==> config.mk <==
export PLATFORM = sky130hd
export DESIGN_NAME = fsm_rr_arbiter
export DESIGN_NICKNAME = d
export VERILOG_FILES = /design/src/rtl/fsm_rr_arbiter_pkg.sv /design/src/rtl/fsm_rr_arbiter_rr_pick.sv /design/src/rtl/fsm_rr_arbiter.sv
export SDC_FILE = /design/constraint.sdc
export NUM_CORES = 1
export LEC_CHECK = 0
export ABC_AREA = 1
export ABC_CLOCK_PERIOD_IN_PS = 3280
export CORE_UTILIZATION = 54
export CTS_CLUSTER_SIZE = 16
export DETAILED_ROUTE_END_ITERATION = 7
export PLACE_DENSITY = 0.79
export SLEW_MARGIN = 0
export SYNTH_ARGS = -nofsm -noshare
export SYNTH_HDL_FRONTEND = slang
export SYNTH_SLANG_ARGS = --single-unit
export TNS_END_PERCENT = 1
==> constraint.sdc <==
create_clock -name clock -period 3.28 [get_ports clock]
set_input_delay 0.492 -clock clock [delete_from_list [all_inputs] [get_ports clock]]
set_output_delay 0.492 -clock clock [all_outputs]
set_load 0.02 [all_outputs]
==> src/rtl/fsm_rr_arbiter_pkg.sv <==
// Shared definitions for the round-robin arbiter: state encoding and a width helper
// used to size the grant index and hold counter.
package fsm_arb_pkg;

   localparam int STATE_W = 2;

   typedef enum logic [STATE_W-1:0] {
      ST_IDLE  = 2'b00,
      ST_GRANT = 2'b01,
      ST_GAP   = 2'b10
   } arb_state_t;

   // Never returns less than 1 so single-value ranges still get a real bit.
   function automatic int clog2_w(input int value);
      int w;
      w = 1;
      while ((1 << w) < value) begin
         w++;
      end
      return w;
   endfunction

endpackage

==> src/rtl/fsm_rr_arbiter_rr_pick.sv <==
// Combinational rotating priority encoder: first set request at or after ptr,
// searching upward and wrapping past NUM_REQ-1 back to 0.
module rr_pick
   import fsm_arb_pkg::*;
#(
   parameter int NUM_REQ = 4,
   parameter int ID_W    = clog2_w(NUM_REQ)
) (
   input  logic [NUM_REQ-1:0] req,
   input  logic [ID_W-1:0]    ptr,
   output logic [NUM_REQ-1:0] onehot,
   output logic [ID_W-1:0]    id,
   output logic               any
);

   logic [ID_W:0]   sum;
   logic [ID_W-1:0] sel;

   // Extra bit on sum keeps ptr+i from overflowing before the modulo fold,
   // which matters when NUM_REQ is not a power of two.
   always_comb begin
      onehot = '0;
      id     = '0;
      any    = 1'b0;
      sum    = '0;
      sel    = '0;
      for (int i = 0; i < NUM_REQ; i++) begin
         sum = {1'b0, ptr} + (ID_W+1)'(i);
         if (sum >= (ID_W+1)'(NUM_REQ)) begin
            sum = sum - (ID_W+1)'(NUM_REQ);
         end
         sel = sum[ID_W-1:0];
         if (!any && req[sel]) begin
            any         = 1'b1;
            onehot[sel] = 1'b1;
            id          = sel;
         end
      end
   end

endmodule

==> src/rtl/fsm_rr_arbiter.sv <==
// Round-robin arbiter with bounded grant tenure; all outputs come straight from flops.
//
//   state    | meaning
//   ---------+------------------------------------------------------------
//   ST_IDLE  | no owner; arbitrate from ptr every cycle
//   ST_GRANT | gnt_id owns the resource; hold_cnt counts its extra cycles
//   ST_GAP   | one dead cycle after a release/expiry; arbitrate from ptr
module fsm_rr_arbiter
   import fsm_arb_pkg::*;
#(
   parameter  int NUM_REQ  = 4,
   parameter  int MAX_HOLD = 8,
   localparam int ID_W     = clog2_w(NUM_REQ),
   localparam int CNT_W    = clog2_w(MAX_HOLD + 1)
) (
   input  logic               clock,
   input  logic               reset,
   input  logic [NUM_REQ-1:0] req,
   output logic [NUM_REQ-1:0] gnt,
   output logic               gnt_valid,
   output logic [ID_W-1:0]    gnt_id,
   output logic               timeout
);

   localparam logic [CNT_W-1:0] HOLD_LAST = CNT_W'(MAX_HOLD - 1);
   localparam logic [ID_W-1:0]  ID_LAST   = ID_W'(NUM_REQ - 1);

   arb_state_t          state;
   logic [ID_W-1:0]     ptr;
   logic [ID_W-1:0]     ptr_next;
   logic [CNT_W-1:0]    hold_cnt;
   logic [NUM_REQ-1:0]  pick_onehot;
   logic [ID_W-1:0]     pick_id;
   logic                pick_any;
   logic                owner_req;

   rr_pick #(
      .NUM_REQ (NUM_REQ),
      .ID_W    (ID_W)
   ) u_pick (
      .req    (req),
      .ptr    (ptr),
      .onehot (pick_onehot),
      .id     (pick_id),
      .any    (pick_any)
   );

   assign owner_req = req[gnt_id];
   assign ptr_next  = (gnt_id == ID_LAST) ? '0 : gnt_id + 1'b1;

   always_ff @(posedge clock) begin
      if (reset) begin
         state     <= ST_IDLE;
         gnt       <= '0;
         gnt_valid <= 1'b0;
         gnt_id    <= '0;
         timeout   <= 1'b0;
         ptr       <= '0;
         hold_cnt  <= '0;
      end else begin
         timeout <= 1'b0;
         case (state)
            ST_IDLE, ST_GAP: begin
               hold_cnt <= '0;
               if (pick_any) begin
                  state     <= ST_GRANT;
                  gnt       <= pick_onehot;
                  gnt_valid <= 1'b1;
                  gnt_id    <= pick_id;
               end else begin
                  state     <= ST_IDLE;
                  gnt       <= '0;
                  gnt_valid <= 1'b0;
               end
            end
            ST_GRANT: begin
               // Release is tested first so a drop on the last allowed cycle never flags timeout.
               if (!owner_req) begin
                  state     <= ST_GAP;
                  gnt       <= '0;
                  gnt_valid <= 1'b0;
                  ptr       <= ptr_next;
               end else if (hold_cnt == HOLD_LAST) begin
                  state     <= ST_GAP;
                  gnt       <= '0;
                  gnt_valid <= 1'b0;
                  ptr       <= ptr_next;
                  timeout   <= 1'b1;
               end else begin
                  hold_cnt  <= hold_cnt + 1'b1;
               end
            end
            default: begin
               state     <= ST_IDLE;
               gnt       <= '0;
               gnt_valid <= 1'b0;
               hold_cnt  <= '0;
            end
         endcase
      end
   end

endmodule

After elaboration in Yosys (flattened, before gate mapping):

Cells that the tools add are included.

* logic and storage cells: 108
* output and inout port bits: 8
* bits in registers: 16
* input bits: 6

* reductions and logical operators: 17
* order comparisons: 13
* muxes and demuxes: 50
* bitwise gates (word level): 6
* equality and inequality tests: 6
* add/sub/neg operators: 9

Operators by type and width (count)
* $mux 4: 7
* $mux 2: 13
* $mux 1: 18
* $lt 2x3->1 const B: 5
* $or 4x4->4: 3
* $bmux 1 s2: 5
* $ge 3x3->1 const B: 3
* $demux 1 s2: 4
* $ge 2x1->1 const B: 4
* $pmux 4 s2: 1
* $sub 2x1->2 const B: 4
* $logic_and 1x1->1: 7
* $add 2x2->3 const B: 2
* $reduce_and 2->1: 3
* $add 4x1->4 const B: 1
* $eq 2x2->1 const B: 2
* $eq 4x3->1 const B: 1
* $pmux 2 s2: 1
* $reduce_or 2->1: 2
* $add 2x1->3 const B: 1
* $ge 2x3->1 const B: 1
* $logic_not 1->1: 3
* $ne 3x3->1 const B: 1
* $not 1->1: 3
* 6 further kinds: 6

Logic depth before layout (Yosys ltp):

* depth after elaboration: 16
* mapped depth: 12
* gate-level depth less buffers: 12

Modules after synthesis:

From an unflattened synthesis, not the netlist that was laid out.

* cells, all modules: 164
* area total of the unflattened synthesis: 1154.9 um^2

Modules (own cells, without submodules)
* fsm_rr_arbiter: sequential area each 300.3 um^2, cells each 90, area each 714.4 um^2, times used 1
* rr_pick: sequential area each 0.0 um^2, cells each 74, area each 440.4 um^2, times used 1

Worst setup path before layout:

OpenSTA, ideal clock, no wires.

* kind: flip-flop to flip-flop
* start point: register ptr[0]
* end point: register gnt_id[0]
* path buffers: 0
* required time: 3.160 ns
* setup time: 0.120 ns
* clock period less this slack: 1.889 ns
* slack: 1.391 ns
* stages on the path, launching flop included: 12
* arrival time: 1.768 ns
* cell sequence: dfxtp_1 > inv_2 > ha_1 > inv_1 > nand2_1 > nand2_2 > nor2_8 > nand2_4 > o21ai_4 > nand2_1 > nand2_1 > a21oi_2

* longest elaborated chain between the ends: 15
* elaborated cells between the ends (all ways): 38
* those cells by class: add/sub (7); order compare (4); mux (20); reduce/logical (7)

RTL lines
* start, declared: line fsm_rr_arbiter.sv:29 `logic [ID_W-1:0] ptr;`
* start signal, assigned: line fsm_rr_arbiter.sv:82 `ptr <= ptr_next;`
* start signal, assigned: line fsm_rr_arbiter.sv:87 `ptr <= ptr_next;`
* parallel branches: the longest is 15 deep, another holds $add 2x1->3
* end signal, assigned: line fsm_rr_arbiter.sv:69 `gnt_id <= pick_id;`
* end, declared: line fsm_rr_arbiter.sv:21 `output logic [ID_W-1:0] gnt_id,`

Parallel ways; which one is timed is not known. The select of a mux whose other input is x is not followed.
A chain may end at the register's enable or synchronous reset.

Worst setup path after layout:

* start point: register ptr[0]
* end point: register state[0]

* longest elaborated chain between the ends: 16
* elaborated cells between the ends (all ways): 35
* those cells by class: add/sub (7); order compare (4); mux (18); reduce/logical (6)

RTL lines
* parallel branches: the longest is 13 deep, another holds $add 2x1->3
* $mux 1 *: line fsm_rr_arbiter_rr_pick.sv:33 `if (!any && req[sel]) begin`
* $mux 1 *: line fsm_rr_arbiter.sv:65 `if (pick_any) begin`
* $pmux 2 s2 *: line fsm_rr_arbiter.sv:62 `case (state)`
* end signal, assigned: line fsm_rr_arbiter.sv:66 `state <= ST_GRANT;`
* end signal, assigned: line fsm_rr_arbiter.sv:71 `state <= ST_IDLE;`
* end signal, assigned: line fsm_rr_arbiter.sv:79 `state <= ST_GAP;`
* end, declared: line fsm_rr_arbiter.sv:28 `arb_state_t state;`

Mark *: on every way between the ends. The select of a mux whose other input is x is not followed.

==> key figures <==
STA
  – Rel. slew slack: around three quarters
  – Final hold vios: 0
  – Tcrit/Tclk final: 64.75%
  – Layout Skew: between 0.002 and 0.0025 ns
  – Final setup violation count: 0
  – RSZ-0062 raised after global routing: false
  – Least-Margin Pin Slew: ~0.37 ns
  – Setup TNS: 0 ns
  – Maximum clock frequency: approximately 0.47 GHz
  – Final Max Tran Viols: 0
  – Min Clock Period, post-route: around 2.1 ns

GRT
  – GRT Total Usage: 25.47%
  – Largest net degree at the start of global routing: 12
  – Antenna violations before repair: 0
  – Total grt overflow: 0
  – Number of global-route vias before repair: 915
  – Global-route wire length before repair: approximately 4.0 mm

Final layout
  – Most frequent cells in the layout: 39 x nand2_1, 15 x a21oi_1, 15 x nand3_1, 15 x dfxtp_1, 14 x inv_1
  – Layout Cells excl Fill: 197
  – Area grow syn2layout: 17.36%
  – Inserted Diodes: 0
  – Final Util: 70.90%
  – Share of layout cells above drive strength 1: 13.37%
  – Most common library cell in the layout ignoring fill and taps: nand2_1
  – Final instance area: around 1300 µm²
  – FILL cells: 154
  – Fin nets: 188

Floorplan
  – Starting Density: 60.42%
  – Die area: 2199 µm²
  – Die height: 46.90 µm
  – Die width: 46.90 µm
  – Row cnt: 15
  – Standard cell core area: 1802 µm²
  – # IOs: 14

Synth
  – Synthesized flop and latch total: 15
  – Area leader, netlist: dfxtp_1
  – Post-synth top area share: 27.59%
  – Adder-Cell Fraction of Synth Area: 10.34%
  – Synth top area cells: dfxtp_1 28%, nand2_1 13%, ha_1 10%
  – Syn. warnings: 0
  – Largest family of logic cells by synthesized area: simple AND/OR/NAND/NOR gates
  – Simple-gate area share of the yosys netlist: 37.47%
  – Xor-xnor portion of the synthesized cell area: 0.8046%
  – Post-synthesis cell type count: 25
  – Portion of netlist area occupied by mux cells: 0%
  – Compound-Gate Fraction of Synth Area: ~18%
  – Syn Std Cell Area: 1089 µm²
  – Register area share after synthesis: 27.59%
  – Synth Instances: 155
  – Syn_area_per_cell: approximately 7.0 µm²
  – Syn nets: between 150 and 200

Pwr
  – Cell internal pwr: 536.1 µW
  – Pwr Density: 877.4 nW/µm²
  – Switching part of the total power: 52.17%
  – Clock group share of total power: 9.5%
  – Power share of the sequential group: 25.6%
  – Max VDD drop: 0.5224 mV
  – P_sw: 584.8 µW
  – Total power: about 1.1 mW
  – Leak pwr: 0.5672 nW
  – Logic pwr share: approximately two thirds

Placement
  – Cell Area, Placed: 1250 µm²
  – DP HPWL: 1.813 mm
  – Port Buffers: 13
  – Final RePlAce weighted congestion: approximately 0.89
  – Placed Instances: 193

Setup path
  – Worst reg2reg setup slack: 1.16 ns
  – Worst R2R Path Depth: 11
  – CP required: 3.46 ns
  – Endpoint type of the worst setup path: register
  – Critical path class: register to register
  – CP Launch Type: register
  – Worst-path fanout max: 11
  – R2r endpoint: state[0]
  – CP arrival: roughly 2.3 ns
  – Critical R2R Launch: ptr[0]

Detailed routing
  – Final ANT Viol Nets: 0
  – Average wire per standard cell: 11.84 µm
  – Post-route DRC: 0
  – Drt first pass iters: 4
  – Via/cell ratio: between 5 and 6
  – Starting DRT DRC Count: 34
  – Final WL: 2.332 mm
  – Via Count: 1070

CTS
  – Hold-fix buffers, CTS: 0
  – Root Driver: clkbuf_4
  – Post-CTS Repair Setup Buffers: 0
  – CTS tree: done
  – Htree depth: 1
  – Sink Count: 15
  – Num CTS Buffers: 3
  – Worst skew pair latency: 0.28 ns
  – Max Root-Sink Buffers: 2
  – CTS resizes: 0
  – Worst-path clk slew: 0.09 ns

Min path
  – Worst Hold Launch: gnt[3]
  – Hold Path Cell Cnt: 2
  – Type of the worst min-delay path: register to register
  – Hold Path End: gnt[3]

Run status
  – Outcome: complete, no violations

Run
  – # Max-Cap Violations: 0
## cell families (layout without fill, tap and decap cells)
| family | after synthesis | count (layout) |
|---|---|---|
| adders and majority gates | 9 | 9 |
| xor gates and xnor gates | 1 | 1 |
| buffers and inverters | 18 | 35 |
| and+or+nand+nor | 82 | 82 |
| AOI/OAI and AO/OA | 30 | 30 |
| DFF | 15 | 15 |
## per-layer routing
layer  wire [µm]  vias to the layer above  share of wire (%)  track usage, %
met1        1072                      471                 46           31.47
met2        1117                       37                 48           44.17
met4          30                        0                1.3           9.143
met3         111                        4                4.8           4.615
li1            -                      558                  -               -
met5           0                        -                  0               0
## worst max path at each step
| stage | from | to | depth (start not counted) |
|---|---|---|---|
| 2_1_floorplan | ptr[0] | gnt_id[0] | 11 |
| 3_3_place_gp | req[1] | gnt[0] | 9 |
| 3_5_place_dp | req[2] | gnt[2] | 9 |
| 4_1_cts | ptr[0] | state[0] | 11 |
| 5_1_grt | ptr[0] | gnt[0] | 10 |
| 6_report | ptr[0] | state[0] | 11 |
## critical path, cell delays in order, from the launching register on
cell     delay [ns]
dfxtp_1        0.56
inv_2          0.17
ha_1           0.44
inv_1          0.10
nand2_1        0.09
nand2_2        0.09
nor2_8         0.16
nand2_4        0.08
o21ai_4        0.17
inv_2          0.06
nor2_1         0.08
nor2_1         0.04
## registers in the layout, indices dropped and copies added (netlist names)
signal and flops:
state 2, ptr 2, gnt_id 2, timeout 1
gnt 4, hold_cnt 4
## through the flow
step	worst slack [ns]	hold slack, ns
global route	0.9729	0.5049
CTS	1.151	0.4696
floorplan	1.391	0.4470
global placement	1.162	0.4517
finish	1.156	0.4669
detailed placement	1.098	0.4550
## synth_stat cells, drive strengths merged
library cell / n
o21a: 1
nand4: 5
a211oi: 1
nand2: 44
inv: 18
o21ai: 8
nand3: 17
nor3: 2
xor2: 1
ha: 9
nor2: 13
or2: 1
dfxtp: 15
a21boi: 4
a21oi: 16
## cell type report
| type | count | area (µm²) | share of cell area (%) |
|---|---|---|---|
| multi-input combinational | 122 | 720.7 | 56.42 |
| sequential | 15 | 300.3 | 23.51 |
| timing repair buffer | 13 | 130.1 | 10.19 |
| inverter | 18 | 67.56 | 5.289 |
| tap | 25 | 31.28 | 2.449 |
| clock buffer | 3 | 22.52 | 1.763 |
| clock inverter | 1 | 5.005 | 0.3918 |
## power groups by stage
stage	combinational [mW]	sequential, mW	clock (mW)
floorplan	0.510	0.319	0
global placement	0.704	0.287	0
detailed placement	0.724	0.289	0
CTS	0.728	0.287	0.111
global route	0.812	0.296	0.118
finish	0.727	0.287	0.107
No activity file was read; power rests on OpenSTA's default activity.
